`config.mk`:
```
export PLATFORM = sky130hd
export DESIGN_NAME = mem_port_arbiter
export DESIGN_NICKNAME = d
export VERILOG_FILES = /design/src/rtl/mem_port_arbiter.sv
export SDC_FILE = /design/constraint.sdc
export NUM_CORES = 1
export LEC_CHECK = 0
export CORE_AREA = 2 2 190 192
export DETAILED_ROUTE_END_ITERATION = 10
export DIE_AREA = 0 0 192 194
export GPL_TIMING_DRIVEN = 0
export HOLD_SLACK_MARGIN = 0.06
export PLACE_DENSITY = 0.66
export SYNTH_ARGS = -nofsm -noshare
export SYNTH_HDL_FRONTEND = slang
export SYNTH_SLANG_ARGS = --single-unit
```
`constraint.sdc`:
```
create_clock -name clk -period 12 [get_ports clk]
set_clock_uncertainty 0.2 [all_clocks]
set_input_delay 2.4 -clock clk [delete_from_list [all_inputs] [get_ports clk]]
set_output_delay 2.4 -clock clk [all_outputs]
set_load 0.1 [all_outputs]
```
`src/rtl/mem_port_arbiter.sv`:
```
// Purpose : shares one single-ported 64-bit memory between instruction fetch and data ports.
// Latency : grant 1 cycle after request; valid 1 cycle after mem_ack (min 2 cycles request->valid).
// Backpressure: requesters hold req until gnt; requests seen while busy are ignored, not queued.
//
// Ports:
//   clk, rst                       clock, asynchronous active-high reset
//   if_req/if_addr -> if_gnt       fetch request and one-cycle accept pulse
//   if_rdata/if_valid              selected 32-bit instruction word and completion pulse
//   d_req/d_we/d_addr/d_wdata      data request (load or store)
//   d_gnt, d_rdata/d_valid         data accept pulse, load data and completion pulse
//   mem_req/mem_we/mem_addr/mem_wdata, mem_rdata/mem_ack   memory side
//   err                            pulses with valid when the transaction timed out
//   busy                           FSM not idle
module mem_port_arbiter #(
    parameter int TIMEOUT = 16
) (
    input  logic        clk,
    input  logic        rst,
    input  logic        if_req,
    input  logic [63:0] if_addr,
    output logic        if_gnt,
    output logic [31:0] if_rdata,
    output logic        if_valid,
    input  logic        d_req,
    input  logic        d_we,
    input  logic [63:0] d_addr,
    input  logic [63:0] d_wdata,
    output logic        d_gnt,
    output logic [63:0] d_rdata,
    output logic        d_valid,
    output logic        mem_req,
    output logic        mem_we,
    output logic [63:0] mem_addr,
    output logic [63:0] mem_wdata,
    input  logic [63:0] mem_rdata,
    input  logic        mem_ack,
    output logic        err,
    output logic        busy
);

    // One extra bit so the counter can never wrap before reaching TIMEOUT-1.
    localparam int CW = $clog2(TIMEOUT) + 1;
    localparam logic [CW-1:0] CNT_LAST = CW'(TIMEOUT - 1);

    typedef enum logic [1:0] {
        IDLE   = 2'd0,
        I_BUSY = 2'd1,
        D_BUSY = 2'd2
    } state_t;

    state_t        state;
    state_t        state_nxt;
    logic [CW-1:0] cnt;
    logic          last_d;     // 1: data port was granted most recently
    logic          addr_hi;    // latched if_addr[2], selects upper instruction word
    logic          pick_d;
    logic          pick_i;
    logic          expire;

    // Round-robin on contention: the port not granted last wins.
    always_comb begin
        pick_d = d_req & (~if_req | ~last_d);
        pick_i = if_req & (~d_req | last_d);
        expire = (cnt == CNT_LAST);
    end

    // State register
    always_ff @(posedge clk or posedge rst) begin
        if (rst) begin
            state <= IDLE;
        end else begin
            state <= state_nxt;
        end
    end

    // Next-state logic
    always_comb begin
        state_nxt = state;
        case (state)
            IDLE: begin
                if (pick_d) begin
                    state_nxt = D_BUSY;
                end else if (pick_i) begin
                    state_nxt = I_BUSY;
                end
            end
            I_BUSY, D_BUSY: begin
                // An ack in the final counted cycle still wins over the timeout.
                if (mem_ack || expire) begin
                    state_nxt = IDLE;
                end
            end
            default: state_nxt = IDLE;
        endcase
    end

    // Outputs decoded from state; they drop with the async reset immediately.
    always_comb begin
        busy    = (state != IDLE);
        mem_req = (state != IDLE);
    end

    // Latched request, counter and registered response pulses
    always_ff @(posedge clk or posedge rst) begin
        if (rst) begin
            cnt       <= '0;
            last_d    <= 1'b0;
            addr_hi   <= 1'b0;
            if_gnt    <= 1'b0;
            d_gnt     <= 1'b0;
            if_valid  <= 1'b0;
            d_valid   <= 1'b0;
            err       <= 1'b0;
            if_rdata  <= '0;
            d_rdata   <= '0;
            mem_we    <= 1'b0;
            mem_addr  <= '0;
            mem_wdata <= '0;
        end else begin
            if_gnt   <= 1'b0;
            d_gnt    <= 1'b0;
            if_valid <= 1'b0;
            d_valid  <= 1'b0;
            err      <= 1'b0;
            case (state)
                IDLE: begin
                    if (pick_d) begin
                        d_gnt     <= 1'b1;
                        mem_addr  <= d_addr;
                        mem_we    <= d_we;
                        mem_wdata <= d_wdata;
                        cnt       <= '0;
                        last_d    <= 1'b1;
                    end else if (pick_i) begin
                        if_gnt    <= 1'b1;
                        mem_addr  <= if_addr;
                        mem_we    <= 1'b0;
                        mem_wdata <= '0;
                        addr_hi   <= if_addr[2];
                        cnt       <= '0;
                        last_d    <= 1'b0;
                    end
                end
                I_BUSY: begin
                    if (mem_ack) begin
                        if_valid <= 1'b1;
                        if_rdata <= addr_hi ? mem_rdata[63:32] : mem_rdata[31:0];
                    end else if (expire) begin
                        if_valid <= 1'b1;
                        err      <= 1'b1;
                        if_rdata <= '0;
                    end else begin
                        cnt <= cnt + CW'(1);
                    end
                end
                D_BUSY: begin
                    if (mem_ack) begin
                        d_valid <= 1'b1;
                        d_rdata <= mem_rdata;
                        mem_we  <= 1'b0;
                    end else if (expire) begin
                        d_valid <= 1'b1;
                        err     <= 1'b1;
                        d_rdata <= '0;
                        mem_we  <= 1'b0;
                    end else begin
                        cnt <= cnt + CW'(1);
                    end
                end
                default: ;
            endcase
        end
    end

endmodule
```
* Yosys cells after proc, flatten, opt, wreduce, memory -nomap -nowiden *
Index checks and enable logic that the tools add are counted.

storage, ports and cells
  bits in registers = 239
  bits of input ports = 262
  output and inout port bits = 232

operators by class
  eq/ne operators = 8
  bitwise gates (word level) = 8
  reductions and logical operators = 15
  muxes and demuxes = 35
  add/subtract/negate cells = 1

operator list
  operator                                                count
  2-to-1 mux 64 bit                                       6
  2-to-1 mux 32 bit                                       3
  2-to-1 mux 5 bit                                        4
  2-to-1 mux 1 bit                                        16
  one-hot mux 5 bit (2 select lines)                      1
  nonzero test 2 bit                                      5
  AND reduction 2 bit                                     4
  2-to-1 mux 2 bit                                        3
  inequality test 3 bit (second input constant)           2
  AND reduction 3 bit                                     2
  adder 5 x 1 -> 5 bit (second input constant)            1
  equality test 5 x 4 -> 1 bit (second input constant)    1
  inequality test 2 bit (second input constant)           2
  NOT 1 bit                                               4
  one-hot mux 2 bit (2 select lines)                      1
  AND reduction 4 bit                                     1
  bitwise AND 1 bit                                       2
  equality test 2 x 1 -> 1 bit (second input constant)    1
  equality test 2 bit (second input constant)             1
  zero test 2 bit                                         1
  inequality test 2 x 1 -> 1 bit (second input constant)  1
  OR 1 bit                                                2
  one-hot mux 1 bit (2 select lines)                      1
  OR reduction 2 bit                                      1
  logical OR 1 bit                                        1

* Logic depth before layout (Yosys ltp) *
  depth after elaboration = 6
  mapped depth = 8
  depth with buffers taken out = 6

* Worst setup path before layout *
No wires, ideal clock.

  path type = flip-flop to output port
  from = register state[0]
  to = output port mem_req
  arrival = 1.693 ns
  path buffers = 1
  path slack = 7.707 ns
  required time = 9.400 ns
  stages on the path, launching flop included = 5
  path through = dfrtp_1 -> inv_1 -> ha_1 -> inv_1 -> buf_4

between the ends
  word-level cells in the longest chain between the ends = 1

ends and longest elaborated chain
  what                      RTL line  RTL
  start: declaration        51        state_t state;
  start signal: assignment  72        state <= state_nxt;
  nonzero test 2 bit        n/a
  end: declaration          31        output logic mem_req,

Every way passes these cells.

* Worst setup path in the final report *
  from = register state[0]
  to = output port mem_req

between the ends
  word-level cells in the longest chain between the ends = 1

ends and longest elaborated chain
  what                RTL line  RTL
  nonzero test 2 bit  100       mem_req = (state != IDLE);

Every way passes these cells.

==> flow_summary.yaml <==
die:
  die_area_mm2: 0.0372
  die_y_um: 194
  core_area_mm2: 0.0352
  initial_utilization_pct: 27.7
  rows: 69
  io_pins: 494
  die_w_um: 192
global_route:
  grt_pass1_vias: 9119
  grt_usage_pct: 19.1
  met1_usage_pct: 22.8
  gr-usage-met3_pct: 5.38
  use_met2_pct: 33.1
  grt_pass1_wl_mm: 54.8
  busiest_layer: "met2"
  antenna_found_initial: 0
  grt_max_degree: 104
  gr-total-overflow: 0
route:
  post-route-drc-count: 0
  wl_per_cell_um: 20.5
  vias: 8483
  drt_iter0_drc: 278
  vias_per_cell: 4.74
  routed_wirelength_mm: 36.7
  dr.pass1.iters: 4
  postRouteAntennaNets: 0
yosys:
  yosys.area.top_type: "dfrtp_1"
  synth.ff_latch_count: 239
  yosysMostFrequentCell: "dfrtp_1"
  ys.flop_type: "dfrtp_1"
  yosys-top-cells-count: "239 x dfrtp_1, 161 x a22o_1, 96 x mux2i_1, 71 x nand2_1, 67 x o21ai_1"
  synth_area_mm2: 0.00977
  netlist.area_leader.share_pct: 61.2
  synth_area_per_cell_um2: 12.5
  synthDistinctLibCells: 32
  ys_seq_area_share_pct: 61.2
  ys_top_cells_by_area: "dfrtp_1 61%, a22o_1 14%, mux2i_1 9.8%, o21ai_1 3.4%, nand2_1 2.7%"
  synth_nets: 1050
  synth_cells: 783
  synth-edff-count: 0
  async_flop_share_pct: 100
  synth-warning-count: 0
final_layout:
  antenna_cells: 0
  drive_gt1_share_pct: 7.15
  fin_nets: 1575
  fin_area_mm2: 0.0163
  post-route-util_pct: 46.2
  area_growth_pct: 66.6
worst_setup_path:
  cp_common_cell: "inv_1"
  path_max_fanout: 7
  r2r_cells: 7
  reg2reg_from: "cnt[0]$_DFFE_PP0P_"
  critPathTopFamily: "buffers and inverters"
  r2r_end: "d_rdata[25]$_DFFE_PP0P_"
  cp-end-kind: "output pin"
  worstPathArrival_ps: 2720
  cp_cell_sequence: "inv_1 -> ha_1 -> inv_1 -> buf_4 -> clkdlybuf4s50_1"
  crit_required_ps: 9400
  critPathSlowestCell: "clkdlybuf4s50_1"
  r2r_setup_slack_ps: 9330
  path_class: "flop to output pin"
  cpPeakStageDelay_ps: 1110
  path_buf_inv: 4
  start_kind: "flop"
placed_design:
  port_buffers: 493
  dpl_cell_area_mm2: 0.0153
  dpl.hpwl_mm: 27.8
  gp_congestion: 0.853
timing:
  hold_viol: 0
  fmax_ghz: 0.188
  worst_pin_slew_ps: 1150
  period_share_pct: 44.4
  maxSlewHeadroom_pct: 23.4
  rsz0062_at_grt: "no"
  setup_viol_count_final: 0
  slew_violations: 0
  min_period_ps: 5320
  fin_hold_ws_ps: 281
clock_tree:
  cts_htree_levels: 1
  clockBufferDepth: 3
  cts_buffers: 28
  insertion_delay_ps: 560
  path_clk_slew_ps: 60
  post_cts_buffers: 0
  cts_resized: 0
  clockRootBuffer: "clkbuf_16"
  cts.sinks: 239
  cts_tree: "done"
  ctsHoldBuffers: 0
outcome:
  outcome: "finished clean"
min_path:
  worstHoldStart: "mem_addr[30]$_DFFE_PP0P_"
  worstHoldEndpoint: "mem_addr[30]$_DFFE_PP0P_"
  min_path_cells: 2
  hold_class: "flop to flop"
flow_run:
  cap_violations: 0
[how the worst max path moves through the flow]
stage,start,to,slack [ps],depth (start not counted)
after floorplan,rst,addr_hi$_DFFE_PP0P_,2840,1
after global placement,rst,mem_wdata[3]$_DFFE_PP0P_,-470,2
after detailed placement,if_req,mem_addr[9]$_DFFE_PP0P_,7140,7
after CTS,state[0]$_DFFE_PP0P_,mem_req,6600,5
after global routing,state[0]$_DFFE_PP0P_,mem_req,6570,5
final,state[0]$_DFFE_PP0P_,mem_req,6680,5
[tightest hold or removal path, cell delays in order, from the launching register on]
cell     delay (ps)
dfrtp_1         340
nand2_1          50
o21ai_1          60
[layout by cell type (no fill, tap or decap), drive strengths merged, types with 3 or more instances in the layout]
cell type	synthesis	final
mux2	3	3
nand2	71	71
o21ai	73	73
nand2b	3	3
a21oi	3	3
nand3	4	4
inv	9	9
buf	51	53
clkdlybuf4s50	0	493
ha	5	5
a22o	161	161
clkinv	0	4
clkbuf	15	58
dfrtp	239	239
nor2	34	34
mux2i	96	96
[area by class of cell]
type	count	area, um^2
Buffer	66	347
Clock buffer	43	847
Clock inverter	7	80.1
Fill cell	3283	19000
Inverter	9	41.3
Multi-Input combinational cell	469	3410
Sequential cell	239	5980
Tap cell	461	577
Timing Repair Buffer	495	4990
[state kept, by name, indices dropped and copies added, names as in the netlist]
| signal | count |
|---|---|
| mem_addr | 64 |
| if_valid | 1 |
| d_gnt | 1 |
| last_d | 1 |
| if_rdata | 32 |
| cnt | 5 |
| mem_we | 1 |
| state | 2 |
| addr_hi | 1 |
| if_gnt | 1 |
| d_rdata | 64 |
| err | 1 |
| mem_wdata | 64 |
| d_valid | 1 |
[metrics by stage]
| step | std cells | TNS (ps) | setup slack (ps) |
|---|---|---|---|
| global route | 1789 | 0 | 6570 |
| CTS | 1789 | 0 | 6600 |
| floorplan | 783 | 0 | 2840 |
| finish | 1789 | 0 | 6680 |
| detailed placement | 1739 | 0 | 7140 |
| global placement | 1737 | -107140 | -468 |
[kinds of logic (layout without fill, tap and decap cells)]
logic type,after synthesis,after routing,share of synthesized area [%]
AO/OA/AOI/OAI,245,245,19.0
adder cells (fa/ha/maj),5,5,0.640
buffers and inverters,75,620,3.89
flip-flops,239,239,61.2
multiplexers,99,99,10.2
AND/OR/NAND/NOR,120,120,5.07
[layer usage]
layer  share of wire, %  vias up
met1                 39     4130
met2                 48      371
met4                3.1        0
met3                8.9       64
li1                   -     3918
met5                  0        -
Power is not shown: default switching activity piles up to over one toggle a cycle in this logic, so the estimate is an artifact.
